File: src/rtl/pipeline_stage_pkg.sv
// Shared types and constants for the pipeline channel stages.
// Holds the stage FSM encoding, the default data width and the counter sizing helper.
package pipeline_stage_pkg;

    typedef enum logic [1:0] {
        RUN   = 2'd0,
        DRAIN = 2'd1,
        DONE  = 2'd2,
        HALT  = 2'd3
    } stage_state_e;

    localparam int DATA_W = 32;

    // Bits needed to count from 0 up to and including count.
    function automatic int items_width(input int count);
        return $clog2(count + 1);
    endfunction

endpackage

File: src/rtl/pipeline_scale_stage_if.sv
// Valid/ready channel bundle used between pipeline stages and FIFOs.
// Ports: data (W bits) and valid flow master->slave; ready flows slave->master.
interface pipeline_scale_stage_if #(
    parameter int W = 32
) ();

    logic [W-1:0] data;
    logic         valid;
    logic         ready;

    modport master (
        output data,
        output valid,
        input  ready
    );

    modport slave (
        input  data,
        input  valid,
        output ready
    );

endinterface

File: src/rtl/pipeline_out_slot.sv
// Single-entry valid/ready output register shared by the channel stages.
// Ports: clk, rst (async low), load/load_data in, data/valid/ready channel out, free.
module pipeline_out_slot
    import pipeline_stage_pkg::*;
#(
    parameter int W = DATA_W
) (
    input  logic         clk,
    input  logic         rst,
    input  logic         load,
    input  logic [W-1:0] load_data,
    output logic [W-1:0] data,
    output logic         valid,
    input  logic         ready,
    output logic         free
);

    logic fire;

    assign fire = valid && ready;
    // Slot can take a new word if empty or if its current word leaves this edge.
    assign free = !valid || ready;

    always_ff @(posedge clk or negedge rst) begin
        if (!rst) begin
            data  <= '0;
            valid <= 1'b0;
        end else if (load) begin
            data  <= load_data;
            valid <= 1'b1;
        end else if (fire) begin
            valid <= 1'b0;
        end
    end

endmodule

File: src/rtl/pipeline_scale_stage.sv
// Scale stage: pops words, emits x*SCALE+OFFSET, then one done token after COUNT items.
// Ports: clk, rst (async low), in_ch (slave), out_ch/done_ch (master), sum, items.
module pipeline_scale_stage
    import pipeline_stage_pkg::*;
#(
    parameter int               WIDTH  = DATA_W,
    parameter int               COUNT  = 8,
    parameter logic [WIDTH-1:0] SCALE  = WIDTH'(3),
    parameter logic [WIDTH-1:0] OFFSET = WIDTH'(1),
    localparam int              IW     = items_width(COUNT)
) (
    input  logic                   clk,
    input  logic                   rst,
    pipeline_scale_stage_if.slave  in_ch,
    pipeline_scale_stage_if.master out_ch,
    pipeline_scale_stage_if.master done_ch,
    output logic [WIDTH-1:0]       sum,
    output logic [IW-1:0]          items
);

    stage_state_e     state;
    stage_state_e     state_nxt;
    logic             in_rdy;
    logic             accept;
    logic             last;
    logic             done_v;
    logic             slot_free;
    logic             slot_valid;
    logic [WIDTH-1:0] slot_data;
    logic [WIDTH-1:0] r;

    // Full-width product, then keep the low WIDTH bits.
    assign r = WIDTH'(({{WIDTH{1'b0}}, in_ch.data} * {{WIDTH{1'b0}}, SCALE})
                      + {{WIDTH{1'b0}}, OFFSET});

    assign in_rdy = rst && (state == RUN) && slot_free;
    assign accept = in_ch.valid && in_rdy;
    assign last   = (items == IW'(COUNT - 1));

    assign in_ch.ready   = in_rdy;
    assign out_ch.data   = slot_data;
    assign out_ch.valid  = slot_valid;
    assign done_ch.valid = done_v;
    assign done_ch.data  = done_v;

    pipeline_out_slot #(
        .W (WIDTH)
    ) u_slot (
        .clk       (clk),
        .rst       (rst),
        .load      (accept),
        .load_data (r),
        .data      (slot_data),
        .valid     (slot_valid),
        .ready     (out_ch.ready),
        .free      (slot_free)
    );

    always_ff @(posedge clk or negedge rst) begin
        if (!rst) begin
            state <= RUN;
        end else begin
            state <= state_nxt;
        end
    end

    always_comb begin
        state_nxt = state;
        done_v    = 1'b0;
        unique case (state)
            RUN: begin
                if (accept && last) begin
                    state_nxt = DRAIN;
                end
            end
            DRAIN: begin
                if (slot_free) begin
                    state_nxt = DONE;
                end
            end
            DONE: begin
                done_v = 1'b1;
                if (done_ch.ready) begin
                    state_nxt = HALT;
                end
            end
            HALT: begin
                state_nxt = HALT;
            end
            default: begin
                state_nxt = RUN;
            end
        endcase
    end

    // Observation counters advance on accept, not on output transfer.
    always_ff @(posedge clk or negedge rst) begin
        if (!rst) begin
            sum   <= '0;
            items <= '0;
        end else if (accept) begin
            sum   <= sum + r;
            items <= items + IW'(1);
        end
    end

endmodule

File: src/flat_wrapper.sv
// flat-port wrapper written by rule: the top's interface ports become plain ports
module pipeline_scale_stage_flat import pipeline_stage_pkg::*;
#(
    parameter int               WIDTH  = DATA_W,
    parameter int               COUNT  = 8,
    parameter logic [WIDTH-1:0] SCALE  = WIDTH'(3),
    parameter logic [WIDTH-1:0] OFFSET = WIDTH'(1),
    localparam int              IW     = items_width(COUNT)
)
  (clk, rst, sum, items, in_ch_data, in_ch_valid, in_ch_ready, out_ch_data, out_ch_valid, out_ch_ready, done_ch_data, done_ch_valid, done_ch_ready);
  pipeline_scale_stage_if #(.W(32)) in_ch_i ();
  pipeline_scale_stage_if #(.W(32)) out_ch_i ();
  pipeline_scale_stage_if #(.W(1)) done_ch_i ();
  input  logic clk;
  input  logic rst;
  output logic [WIDTH-1:0] sum;
  output logic [IW-1:0] items;
  input wire logic [$bits(in_ch_i.data)-1:0] in_ch_data;
  input wire logic [$bits(in_ch_i.valid)-1:0] in_ch_valid;
  output wire logic [$bits(in_ch_i.ready)-1:0] in_ch_ready;
  output wire logic [$bits(out_ch_i.data)-1:0] out_ch_data;
  output wire logic [$bits(out_ch_i.valid)-1:0] out_ch_valid;
  input wire logic [$bits(out_ch_i.ready)-1:0] out_ch_ready;
  output wire logic [$bits(done_ch_i.data)-1:0] done_ch_data;
  output wire logic [$bits(done_ch_i.valid)-1:0] done_ch_valid;
  input wire logic [$bits(done_ch_i.ready)-1:0] done_ch_ready;
  assign in_ch_i.data = in_ch_data;
  assign in_ch_i.valid = in_ch_valid;
  assign in_ch_ready = in_ch_i.ready;
  assign out_ch_data = out_ch_i.data;
  assign out_ch_valid = out_ch_i.valid;
  assign out_ch_i.ready = out_ch_ready;
  assign done_ch_data = done_ch_i.data;
  assign done_ch_valid = done_ch_i.valid;
  assign done_ch_i.ready = done_ch_ready;
  pipeline_scale_stage #(.WIDTH(WIDTH), .COUNT(COUNT), .SCALE(SCALE), .OFFSET(OFFSET)) u_core (.clk(clk), .rst(rst), .in_ch(in_ch_i), .out_ch(out_ch_i), .done_ch(done_ch_i), .sum(sum), .items(items));
endmodule
File: config.mk
export PLATFORM = sky130hd
export DESIGN_NAME = pipeline_scale_stage_flat
export DESIGN_NICKNAME = d
export VERILOG_FILES = /design/src/rtl/pipeline_stage_pkg.sv /design/src/rtl/pipeline_scale_stage_if.sv /design/src/rtl/pipeline_out_slot.sv /design/src/rtl/pipeline_scale_stage.sv /design/src/flat_wrapper.sv
export SDC_FILE = /design/constraint.sdc
export NUM_CORES = 1
export LEC_CHECK = 0
export CAP_MARGIN = 30
export CORE_ASPECT_RATIO = 1.2
export CORE_MARGIN = 10
export CORE_UTILIZATION = 35
export DETAILED_ROUTE_END_ITERATION = 8
export PLACE_DENSITY = 0.62
export SYNTH_ARGS = -nofsm -noshare
export SYNTH_HDL_FRONTEND = slang
export SYNTH_SLANG_ARGS = --single-unit
File: constraint.sdc
create_clock -name clk -period 4.2 [get_ports clk]
set_input_delay 0.63 -clock clk [delete_from_list [all_inputs] [get_ports clk]]
set_output_delay 0.63 -clock clk [all_outputs]
set_load 0.05 [all_outputs]
==> results of run 1 <==
[state kept, by name, indices dropped and copies added (netlist names)]
name	count
u_core.items	4
u_core.state	2
u_core.sum	32
u_core.u_slot.data	32
u_core.u_slot.valid	1
[path summary, 6_finish.rpt]
path / end / slack [ns]
worst max-delay path: u_core.sum[31]$_DFFE_PN0P_ / -0.03
worst min-delay path: u_core.u_slot.valid$_DFFE_PN0P_ / 0.19
worst max register to register: u_core.sum[28]$_DFFE_PN0P_ / 0.90
worst min register to register: u_core.u_slot.data[18]$_DFFE_PN0P_ / 0.47
max in group asynchronous: u_core.u_slot.data[16]$_DFFE_PN0P_ / 3.45
min in group clk: u_core.u_slot.data[18]$_DFFE_PN0P_ / 0.47
[layer usage]
layer / vias to the layer above / wire length (microns)
li1: 3170 / -
met1: 2939 / 8280
met2: 133 / 9780
met3: 26 / 903
met4: 0 / 398
met5: - / 0
[logic make-up after synthesis]
family | after synthesis
adder cells (fa/ha/maj) | 67
AO/OA/AOI/OAI | 216
multiplexers | 8
AND/OR/NAND/NOR | 241
XOR/XNOR | 63
flip-flops | 71
buffers and inverters | 40
[stage by stage]
step	hold slack [ns]	setup WS (ns)	power, W	util	std cells
floorplan	0.334	0.00146	0.00418	-	706
global placement	0.451	-0.960	0.00616	0.524	1191
detailed placement	0.464	-0.989	0.00620	0.524	1191
CTS	0.478	-0.0491	0.00734	0.573	1230
global route	0.181	-0.199	0.00825	0.611	1252
finish	0.186	-0.0281	0.00775	0.611	1252
[cell usage in the layout (no fill, tap or decap), types with 26 or more instances in the layout]
cell type	synthesis	layout
nor2_1	32	29
a21oi_1	58	38
clkdlybuf4s50_1	0	88
ha_1	65	42
buf_4	2	233
dfrtp_1	71	71
o21ai_0	51	37
nand2_1	149	144
a21o_1	29	29
xor2_1	30	26
[critical path, stage by stage]
cell,delay [ns]
buf_8,0.11
ha_4,0.26
o21a_1,0.12
o21a_1,0.16
o21ai_2,0.09
buf_4,0.13
o31a_1,0.30
a311oi_2,0.31
nand2b_4,0.23
and3_4,0.21
o22ai_4,0.07
xnor2_2,0.15
ha_1,0.33
a2111o_1,0.45
a41oi_2,0.15
o21ai_1,0.09
o22ai_2,0.16
nand2_1,0.08
mux2_4,0.30
xnor2_2,0.13
[power breakdown]
| part | leakage (nW) | switching [W] | internal (W) |
|---|---|---|---|
| Sequential | 0.870 | 0.000265 | 0.000996 |
| Combinational | 3.72 | 0.00304 | 0.00256 |
| Clock | 0.164 | 0.000289 | 0.000597 |
[area by class of cell]
| cell class | count | area [sq um] |
|---|---|---|
| Inverter | 15 | 56.3 |
| Fill cell | 1413 | 6380 |
| Tap cell | 212 | 265 |
| Sequential cell | 71 | 1780 |
| Timing Repair Buffer | 343 | 2880 |
| Multi-Input combinational cell | 595 | 4710 |
| Clock buffer | 13 | 250 |
| Clock inverter | 3 | 90.1 |
[repair_timing]
item	CTS	global route
gates resized for setup	85	95
pin swaps	57	89
setup endpoints to repair	17	15
setup buffers	23	24
==> metrics, run 1 <==
mux cell area share after synthesis=0.0159; Syn Nets=810; pwr/cell area=just under 800 mW/mm^2; number of max-cap violations=0; post-synthesis async set-or-reset flop share=1.00; GRT busiest layer=met2; critical path endpoint category=flop; Synth cell types=63; Setup TNS Final=-0.0281 ns; CP Data Required Time=roughly 4.4 ns; met3 usage=0.0359; LEAKAGE=~4.8 nW; HP Class=in2async; Die Height=about 160 microns; number of H-tree levels=3; Clock Sink Count=71; met2 Use GR=0.284; FMAX=~240 MHz; DR vias/cell=roughly 5.0; Post-Route WL=19,400 microns; Worst Slack Setup Final=-0.0281 ns; DRC=0; EDFF count, synth=0; grt met1 use=0.188; main flop type after synthesis=dfrtp_1; max_slew headroom=0.429; status=finished, violations left; Max IR drop VDD=around 0.33 mV; Synth area leaders=dfrtp_1 30%, ha_1 14%, nand2_1 9.5%; vias post-DR=between 6k and 7k; # IOs=between 100 and 150; initial core utilization=0.359; Seq/Total Area, Yosys=0.302; routability congestion estimate=0.893; Post-Synthesis Cells=slightly above 700; share of layout cells above drive strength 1=0.368; first-pass GRT wire length=30,900 microns; clk buf depth=2; simple logic cell fraction of the synthesized area=0.177; final cycle utilization of the critical path=1.01; Layout area overhead=70.1%; Slew Viols, Final=0; Synth Area per Inst=8.35 sq um; synthesized flop and latch total=between 70 and 80; Rows=just over 50; Initial DRC Count=approximately 270; synthesized area=a little under 0.006 sq mm; worst r2r path cells=13; Startpoint Class=input port; top post-synthesis cells by count=149 x nand2_1, 71 x dfrtp_1, 65 x ha_1, 58 x a21oi_1, 51 x o21ai_0; Worst-Skew Late Latency=approximately 0.34 ns; total routing usage reported by global routing=0.162; actual slew at the worst max-slew pin=around 0.86 ns; Overflow after GRT=0; post-DP HPWL=around 14,000 microns; total CTS buffers=9; Synth top area share=0.302; CTS root buf=clkbuf_16; largest net degree at the start of global routing=90; Clk pin slew, worst setup/hold paths=around 0.06 ns; post-synthesis xor/xnor area fraction=0.0949; DRT antenna net count=0; count leader, synth=nand2_1; Adder-Cell Fraction of Synth Area=0.145; Syn. warnings=0; failing checks=setup timing; Yosys top cell by area=dfrtp_1; CP startpoint=in_ch_data[2]; antenna fix cells=0; Reg-to-Reg Start=u_core.sum[0]$_DFFE_PN0P_; Setup CP Type=in2reg; port bufs=approximately 110; Hold Vio Cnt, Final=0; Core Box Area=roughly 0.016 sq mm; vias in the first global route=roughly 6.3k; Hold Buf Count CTS=0; endpoints failing setup=1; Die Width=roughly 140 microns; worst-path maximum fanout=4; RSZ-0062 raised after global routing=yes; Compound-Gate Fraction of Synth Area=0.239; Cell Area, Placed=between 0.008 and 0.009 sq mm; fin crit period=roughly 4.2 ns; Final nets=between 1k and 1.5k; clk_skew=about 0.012 ns; main combinational cell family by area after synthesis=compound AO/OA/AOI/OAI gates; WP data arrival=4.45 ns; die area=0.0224 sq mm; drt wl/cell=~15 microns; CTS tree=built; TritonRoute pass-1 iters=5; initial antenna violation count=0; Final Cell Area=about 0.01 sq mm
No activity file was read; power rests on OpenSTA's default activity.
==> run 2: changes to the inputs <==
--- a/config.mk
+++ b/config.mk
@@ -9,6 +9,7 @@
 export CORE_ASPECT_RATIO = 1.2
 export CORE_MARGIN = 10
 export CORE_UTILIZATION = 35
+export CTS_CLUSTER_SIZE = 8
 export DETAILED_ROUTE_END_ITERATION = 8
 export PLACE_DENSITY = 0.62
 export SYNTH_ARGS = -nofsm -noshare
==> results of run 2 <==
Final layout, timing and power as in run 1 (identical DEF).
==> run 3: changes to the inputs <==
--- a/config.mk
+++ b/config.mk
@@ -12,6 +12,7 @@
 export CTS_CLUSTER_SIZE = 8
 export DETAILED_ROUTE_END_ITERATION = 8
 export PLACE_DENSITY = 0.62
+export SLEW_MARGIN = 15
 export SYNTH_ARGS = -nofsm -noshare
 export SYNTH_HDL_FRONTEND = slang
 export SYNTH_SLANG_ARGS = --single-unit
==> run 3 against run 2 <==
  * Via count did not move
  * The run still ends with setup timing left
  * Non-clock buffer count did not move
  * Design area barely moved
  * Wire length barely moved
  * Flip-flop and latch count did not move
  * Critical endpoint unchanged
  * Largest power group unchanged
  * Sequential share of layout area barely moved
  * Total power barely moved
  * Final cell count did not move
==> metrics, run 3 (same netlist as run 1, synthesis figures left out) <==
status=finished, violations left; failing checks=setup timing; TritonRoute pass-1 iters=5; worst-path cell chain=buf_8 -> ha_4 -> o21a_1 -> o21a_1 -> o21ai_2 -> buf_4 -> o31a_1 -> a311oi_2 -> nand2b_4 -> and3_4 -> o22ai_4 -> xnor2_2 -> ha_1 -> a2111o_1 -> a41oi_2 -> o21ai_1 -> o22ai_2 -> nand2_1 -> mux2_4 -> xnor2_2; number of max-cap violations=0; hold slack final=0.364 ns; Reg-to-Reg Start=u_core.sum[0]$_DFFE_PN0P_; initial core utilization=0.359; share of power burned in registers=0.163; Hold Buf Count CTS=0; number of H-tree levels=3; Worst-Skew Late Latency=around 0.34 ns; end of the worst register-to-register path=u_core.sum[28]$_DFFE_PN0P_; Startpoint Class=input port; Clk pin slew, worst setup/hold paths=around 0.060 ns; routability congestion estimate=between 0.8 and 0.9; # IOs=around 110; commonest cells after routing, fill and taps aside=233 x buf_4, 144 x nand2_1, 88 x clkdlybuf4s50_1, 71 x dfrtp_1, 42 x ha_1; die area=around 0.022 sq mm; CTS tree=built; non-filler cells, final=1,252; Inst Count DP=1,191; first-pass GRT wire length=about 31,000 microns; Largest regs=u_core.sum x32, u_core.u_slot.data x32, u_core.items x4; Rows=between 50 and 60; Slowest-stage cell, CP=a2111o_1; RSZ-0062 raised after global routing=yes; Setup CP Type=in2reg; Die Width=around 140 microns; Int Power=approximately 0.0042 W; HP Class=in2async; Worst Slack Setup Final=-0.0237 ns; clk_skew=0.0127 ns; # fillers=between 1k and 1.5k; Hold Vio Cnt, Final=0; delay-heaviest family, CP=compound AO/OA/AOI/OAI gates; DRC=0; critical path buffer and inverter count=2; share of layout cells above drive strength 1=0.368; Max IR drop VDD=~0.33 mV; FMAX=between 200 and 250 MHz; Post-Route WL=slightly below 20,000 microns; Sw Ratio=0.464; worst r2r path cells=13; Critical Path Max Stage Delay=about 0.45 ns; vias in the first global route=6,342; critical path depth in cells=20; Die Height=162 microns; flop2flop setup slack=~0.90 ns; actual slew at the worst max-slew pin=roughly 0.85 ns; worst-path maximum fanout=4; Initial DRC Count=233; initial antenna violation count=0; Final nets=roughly 1.1k; pwr/cell area=~770 mW/mm^2; endpoints failing setup=1; final cycle utilization of the critical path=1.01; commonest non-fill, non-tap cell in the layout=buf_4; CP Data Required Time=about 4.4 ns; Layout area overhead=69.9%; DRT antenna net count=0; Net Sw Power=0.00359 W; vias post-DR=6,268; Comb pwr share=0.723; LEAKAGE=approximately 4.7 nW; clk buf depth=2; port bufs=108; Sequential Area=about 0.0018 sq mm; largest net degree at the start of global routing=90; antenna fix cells=0; max_slew headroom=0.436; drt wl/cell=15.5 microns; total CTS buffers=9; total routing usage reported by global routing=0.162; critical path endpoint category=flop; Slew Viols, Final=0; multi-input logic area=between 0.004 and 0.005 sq mm; WP data arrival=4.44 ns; fin crit period=~4.2 ns; post-DP HPWL=14,300 microns; clock share of power=0.115; CTS root buf=clkbuf_16; DR vias/cell=5.01; Clock Sink Count=a little over 70; Core Box Area=0.0164 sq mm; Overflow after GRT=0
-- run 3: repair_timing --
item,4_1_cts,5_1_grt
buffers inserted,23,24
pin swaps,57,89
gates resized for setup,85,95
endpoints found under the setup margin,17,15
-- run 3: worst max-delay path by stage --
stage / from / end / slack, ns
after floorplan: in_ch_data[0] / u_core.sum[31]$_DFFE_PN0P_ / 0.001
after global routing: in_ch_data[7] / u_core.sum[28]$_DFFE_PN0P_ / -0.20
final: in_ch_data[2] / u_core.sum[31]$_DFFE_PN0P_ / -0.02
after global placement: in_ch_data[1] / u_core.sum[28]$_DFFE_PN0P_ / -0.96
after CTS: in_ch_data[1] / u_core.sum[31]$_DFFE_PN0P_ / -0.05
after detailed placement: in_ch_data[0] / u_core.sum[30]$_DFFE_PN0P_ / -0.99
-- run 3: metrics by stage --
stage	cell area, sq um	setup WS, ns	setup TNS, ns	util	total power, W
global route	10000	-0.199	-1.14	0.611	0.00825
floorplan	5930	0.00146	0	-	0.00418
detailed placement	8590	-0.989	-13.85	0.524	0.00620
CTS	9400	-0.0491	-0.0698	0.573	0.00734
global placement	8590	-0.960	-12.48	0.524	0.00616
finish	10000	-0.0237	-0.0237	0.611	0.00775
-- run 3: cell type report --
class                   instances  share of cell area
clock buffers                  13              0.0250
repair buffers                343               0.286
well taps                     212              0.0265
multi-input cells             595               0.470
flip-flops and latches         71               0.177
clock inverters                 3             0.00900
inverters                      15             0.00562
-- run 3: routing by layer --
layer / part of all wire / track usage / vias up
met5: 0 / 0 / -
met4: 0.020 / 0.0605 / 0
met3: 0.047 / 0.0359 / 26
met2: 0.51 / 0.284 / 135
met1: 0.43 / 0.188 / 2938
li1: - / - / 3169
-- run 3: power by group through the flow --
stage / clock, W / sequential, W / combinational (W)
global route: 0.000938 / 0.00131 / 0.00600
finish: 0.000887 / 0.00126 / 0.00560
detailed placement: 0 / 0.00126 / 0.00494
floorplan: 0 / 0.00231 / 0.00186
global placement: 0 / 0.00125 / 0.00491
CTS: 0.000912 / 0.00125 / 0.00517
==> RTL change 1, RTL diff (config.mk and constraints of run 1) <==
`COUNT` is set to 8 in 2 places; all go to 4.
--- a/src/rtl/pipeline_scale_stage.sv
+++ b/src/rtl/pipeline_scale_stage.sv
@@ -4,7 +4,7 @@
     import pipeline_stage_pkg::*;
 #(
     parameter int               WIDTH  = DATA_W,
-    parameter int               COUNT  = 8,
+    parameter int               COUNT  = 4,
     parameter logic [WIDTH-1:0] SCALE  = WIDTH'(3),
     parameter logic [WIDTH-1:0] OFFSET = WIDTH'(1),
     localparam int              IW     = items_width(COUNT)
--- a/src/flat_wrapper.sv
+++ b/src/flat_wrapper.sv
@@ -2,7 +2,7 @@
 module pipeline_scale_stage_flat import pipeline_stage_pkg::*;
 #(
     parameter int               WIDTH  = DATA_W,
-    parameter int               COUNT  = 8,
+    parameter int               COUNT  = 4,
     parameter logic [WIDTH-1:0] SCALE  = WIDTH'(3),
     parameter logic [WIDTH-1:0] OFFSET = WIDTH'(1),
     localparam int              IW     = items_width(COUNT)
Ports: changed (resized items); port bits go from 109 to 108. The function was not compared with the original's and may differ.
==> RTL change 1 against run 1 <==
- routed wire length increased by 4.0%
- design area decreased by 4.6%
- count of clock-buffer cells in the layout decreased by 4
- sequential share of layout area increased by 0.59 points
- maximum frequency increased by 3.2%
- worst setup slack improved by 0.13 ns
- highest routed layer unchanged
- synthesized cell count increased by 1.8%
- synthesized area increased by 0.79%
- clock skew decreased by 0.0016 ns
- critical path depth unchanged
- power decreased by 3.5%
- sequential cell count decreased by 1
==> RTL change 1: results (changes against run 1) <==
| Metric | Value |
|---|---|
| Synth unique cells | 58 (was 63) |
| Met2 Use GR | 31.5% (was 28.4%) |
| DP Worst Slack | -0.908 ns (was -0.989 ns) |
| Total GRT Usage | 17.2% (was 16.2%) |
| Detailed Routing Iterations Pass 1 | 4 (was 5) |
| Port bufs | 107 (was 108) |
| Dpl cells | 1193 (was 1191) |
| Layout cells sized above 1 | 32.6% (was 36.8%) |
| Final Wtd Congestion | 0.886 (was 0.893) |
| Routing usage on met3 | 3.21% (was 3.59%) |
| Post-Synth Adder-Cell Area | 14.4% (was 14.5%) |
| Post-Synth XOR/XNOR Area | 8.70% (was 9.49%) |
| Yosys reg bits | 70 (was 71) |
| Worst IR Drop VDD | 0.609 mV (was 0.329 mV) |
| ClkCell Share | 3.36% (was 3.40%) |
| Area occupied by registers | 1750 um2 (was 1780 um2) |
| Detail Placement HPWL | 15.3 mm (was 14.3 mm) |
| Top post-synthesis cells by area | dfrtp_1, ha_1, nand2_1, a21oi_1, o21ai_0 (was dfrtp_1, ha_1, nand2_1, a21oi_1, xnor2_1) |
| Combinational power | 0.00535 W (was 0.00560 W) |
| Max_slew headroom | 62.0% (was 42.9%) |
| NetSw | 0.00358 W (was 0.00359 W) |
| Worst Path Arrival | 4.37 ns (was 4.45 ns) |
| Seq/Total Area, Yosys | 29.5% (was 30.2%) |
| Status | finished clean (was complete, but fails checks) |
| Area growth syn-to-layout | 61.0% (was 70.1%) |
| First-pass GRT wire length | 32.1 mm (was 30.9 mm) |
| Leak Pwr | 4.54 nW (was 4.75 nW) |
| Layout fillers | 1519 (was 1413) |
| Number of clock-tree buffers in the layout | 9 (was 13) |
| Multi-input logic area | 4560 um2 (was 4710 um2) |
RTL change 1: worst max-delay path: stages:
cell	delay [ns]
buf_4	0.13
buf_6	0.11
fa_2	0.38
a21oi_4	0.20
o22ai_2	0.11
or4b_4	0.51
a21oi_4	0.20
o211ai_2	0.13
buf_4	0.16
a21o_1	0.19
xnor2_2	0.14
buf_4	0.15
ha_4	0.28
nand4_1	0.13
or2_4	0.27
a31oi_4	0.14
a211oi_2	0.05
and2_1	0.16
mux2i_1	0.16
xnor2_1	0.13
RTL change 1: path summary, 6_finish.rpt:
path,startpoint,to,slack [ns],cells past startpoint
min in group clk,u_core.u_slot.data[6],u_core.u_slot.data[6],0.47,2
worst min-delay path,rst,u_core.u_slot.data[19],0.17,2
max in group asynchronous,rst,u_core.u_slot.data[12],3.50,3
worst max register to register,u_core.sum[0],u_core.sum[26],1.35,12
worst max-delay path,in_ch_data[2],u_core.sum[31],0.10,20
worst min register to register,u_core.u_slot.data[6],u_core.u_slot.data[6],0.47,2
==> RTL change 2, RTL diff (flow settings as in run 1) <==
Made on the original files. The 4 states of `stage_state_e` get a Gray code encoding in 2 bits.
--- a/src/rtl/pipeline_stage_pkg.sv
+++ b/src/rtl/pipeline_stage_pkg.sv
@@ -3,10 +3,10 @@
 package pipeline_stage_pkg;
 
     typedef enum logic [1:0] {
-        RUN   = 2'd0,
-        DRAIN = 2'd1,
-        DONE  = 2'd2,
-        HALT  = 2'd3
+        RUN   = 2'b00,
+        DRAIN = 2'b01,
+        DONE  = 2'b11,
+        HALT  = 2'b10
     } stage_state_e;
 
     localparam int DATA_W = 32;
Behaviour: no difference found for any inputs over 10 cycles, from zero or initial values and one cycle with rst low; not proved beyond that.
==> RTL change 2 against run 1 <==
- synthesized cell count increased by 4.0%
- sequential cell count unchanged
- die area increased by 3.2%
- power decreased by 1.7%
- synthesized area increased by 3.7%
- routed wire length increased by 11%
- design area increased by 0.12%
- worst setup slack improved by 0.12 ns
- maximum frequency increased by 2.8%
- critical endpoint unchanged
- first-iteration DRC count increased by 11%
==> RTL change 2: results (changes against run 1) <==
| Metric | Value |
|---|---|
| Post-Synth XOR/XNOR Area | 8.60% (was 9.49%) |
| Synth Warn # | 0 (unchanged) |
| Clock skew | 0.00773 ns (was 0.0117 ns) |
| Detail Placement HPWL | 16.3 mm (was 14.3 mm) |
| Layout cells sized above 1 | 35.1% (was 36.8%) |
| Met2 Use GR | 31.8% (was 28.4%) |
| Synth unique cells | 64 (was 63) |
| ANT cells | 0 (unchanged) |
| Total GRT Usage | 17.7% (was 16.2%) |
| Layout fillers | 1457 (was 1413) |
| Status | finished clean (was complete, but fails checks) |
| Top post-synthesis cells by area | dfrtp_1, ha_1, nand2_1, a21o_1, xnor2_1 (was dfrtp_1, ha_1, nand2_1, a21oi_1, xnor2_1) |
| Leak Pwr | 4.81 nW (was 4.75 nW) |
| Total wire length | 21.4 mm (was 19.4 mm) |
| CTS clk-pin slew, worst paths | 0.06 ns (about the same) |
| Seq/Total Area, Yosys | 29.1% (was 30.2%) |
| Num CTS Buffers | 9 (unchanged) |
| Mapped Nets | 838 (was 810) |
| Initial antenna violation count | 0 (unchanged) |
| Mux cell area share after synthesis | 2.40% (was 1.59%) |
| R2r setup slk | 1.29 ns (was 0.90 ns) |
| Hold crit path type | in -> async (unchanged) |
| Compound-Gate Fraction of Synth Area | 25.4% (was 23.9%) |
| Number of global-route vias before repair | 6694 (was 6342) |
| DRT iter0 DRCs | 298 (was 269) |
| Critical Path Fanout Max | 2 (was 4) |
| Worst Path Arrival | 4.35 ns (was 4.45 ns) |
| Worst IR Drop VDD | 0.599 mV (was 0.329 mV) |
| Largest regs | u_core.sum: 32 flops, u_core.u_slot.data: 32 flops, u_core.items: 4 flops (unchanged) |
| Detailed Routing Iterations Pass 1 | 4 (was 5) |
| Ys flop type | dfrtp_1 (unchanged) |
| Routing usage on met3 | 4.05% (was 3.59%) |
| Root Buffer | clkbuf_16 (unchanged) |
| First-pass GRT wire length | 33.6 mm (was 30.9 mm) |
| H-tree level count | 3 (unchanged) |
| Fin crit share | 97.9% (was 101%) |
| Max_slew headroom | 62.5% (was 42.9%) |
| Largest net degree at the start of global routing | 72 (was 90) |
| Grt met1 use | 20.0% (was 18.8%) |
| Placed Area | 8960 um2 (was 8590 um2) |
| Port bufs | 108 (unchanged) |
| NumNets Final | 1160 (was 1139) |
| Async S/R FF share, synth | 100% (unchanged) |
| Antenna Nets Post-Route | 0 (unchanged) |
| Commonest cells post-synth | nand2_1, dfrtp_1, ha_1 (unchanged) |
| DP Worst Slack | -0.863 ns (was -0.989 ns) |
| CTS Buffer Depth | 2 (unchanged) |
| Final Wtd Congestion | 0.942 (was 0.893) |
| Post-Synth Adder-Cell Area | 14.0% (was 14.5%) |
| Vias/cell | 5.13 (was 5.01) |
| Clock latency on the worst-skew pair | 0.35 ns |
## RTL change 2: layout make-up
type | instances | area share [%]
clock buffer | 14 | 2.53
clock inverter | 1 | 0.0499
inverter | 14 | 0.549
multi-input combinational | 624 | 48.5
sequential | 71 | 17.7
tap | 216 | 2.69
timing repair buffer | 336 | 27.9
## RTL change 2: through the flow
| step | cells | hold slack [ns] | util (%) |
|---|---|---|---|
| 2_1_floorplan | 734 | 0.334 | - |
| 3_3_place_gp | 1243 | 0.458 | 52.8 |
| 3_5_place_dp | 1243 | 0.463 | 52.8 |
| 4_1_cts | 1265 | 0.478 | 56.0 |
| 5_1_grt | 1276 | 0.278 | 59.1 |
| 6_report | 1276 | 0.256 | 59.1 |
## RTL change 2: final timing paths
kind | from | endpoint | cells past startpoint
min | rst | u_core.items[1] | 2
max reg2reg | u_core.sum[0] | u_core.sum[30] | 11
max in group asynchronous | rst | u_core.sum[1] | 3
max | in_ch_data[21] | u_core.sum[31] | 19
min reg2reg | u_core.u_slot.data[6] | u_core.u_slot.data[6] | 2
min in group clk | u_core.u_slot.data[6] | u_core.u_slot.data[6] | 2
## RTL change 2: critical path, stage by stage
cell and delay [ns]:
clkdlybuf4s50_1 0.44, ha_1 0.32, a21o_1 0.19, a21oi_2 0.16, o21bai_1 0.08, a21o_1 0.18, a21oi_1 0.14, nor2_1 0.06
a311o_1 0.34, o21a_1 0.21, nor2_2 0.18, ha_4 0.16, nand3_2 0.10, nor3_4 0.22, nand2_1 0.07, or3_4 0.35
a2111oi_4 0.29, nor2b_1 0.10, xnor2_1 0.13
## RTL change 2: power breakdown
| group | switching, W | internal, W |
|---|---|---|
| Clock | 0.000303 | 0.000413 |
| Combinational | 0.00315 | 0.00244 |
| Sequential | 0.000299 | 0.00101 |
| Total | 0.00375 | 0.00387 |
## RTL change 2: logic make-up (layout without fill, tap and decap cells)
family,after synthesis,in the layout
AOI/OAI and AO/OA,235,235
xor gates and xnor gates,60,60
adders and majority gates,67,67
buffers and inverters,39,365
DFF,71,71
muxes,13,13
and+or+nand+nor,249,249
## RTL change 2: timing repair
action	4_1_cts	5_1_grt
pin swaps	35	61
endpoints found under the setup margin	15	13
resized for setup	70	115
setup buffers	7	10
hold endpoints to repair	0	0
## RTL change 2: layer usage
layer  share of wire (%)  up-vias
met3                 5.0       37
met1                  41     3081
li1                    -     3293
met4                 2.6        0
met2                  51      135
met5                   0        -
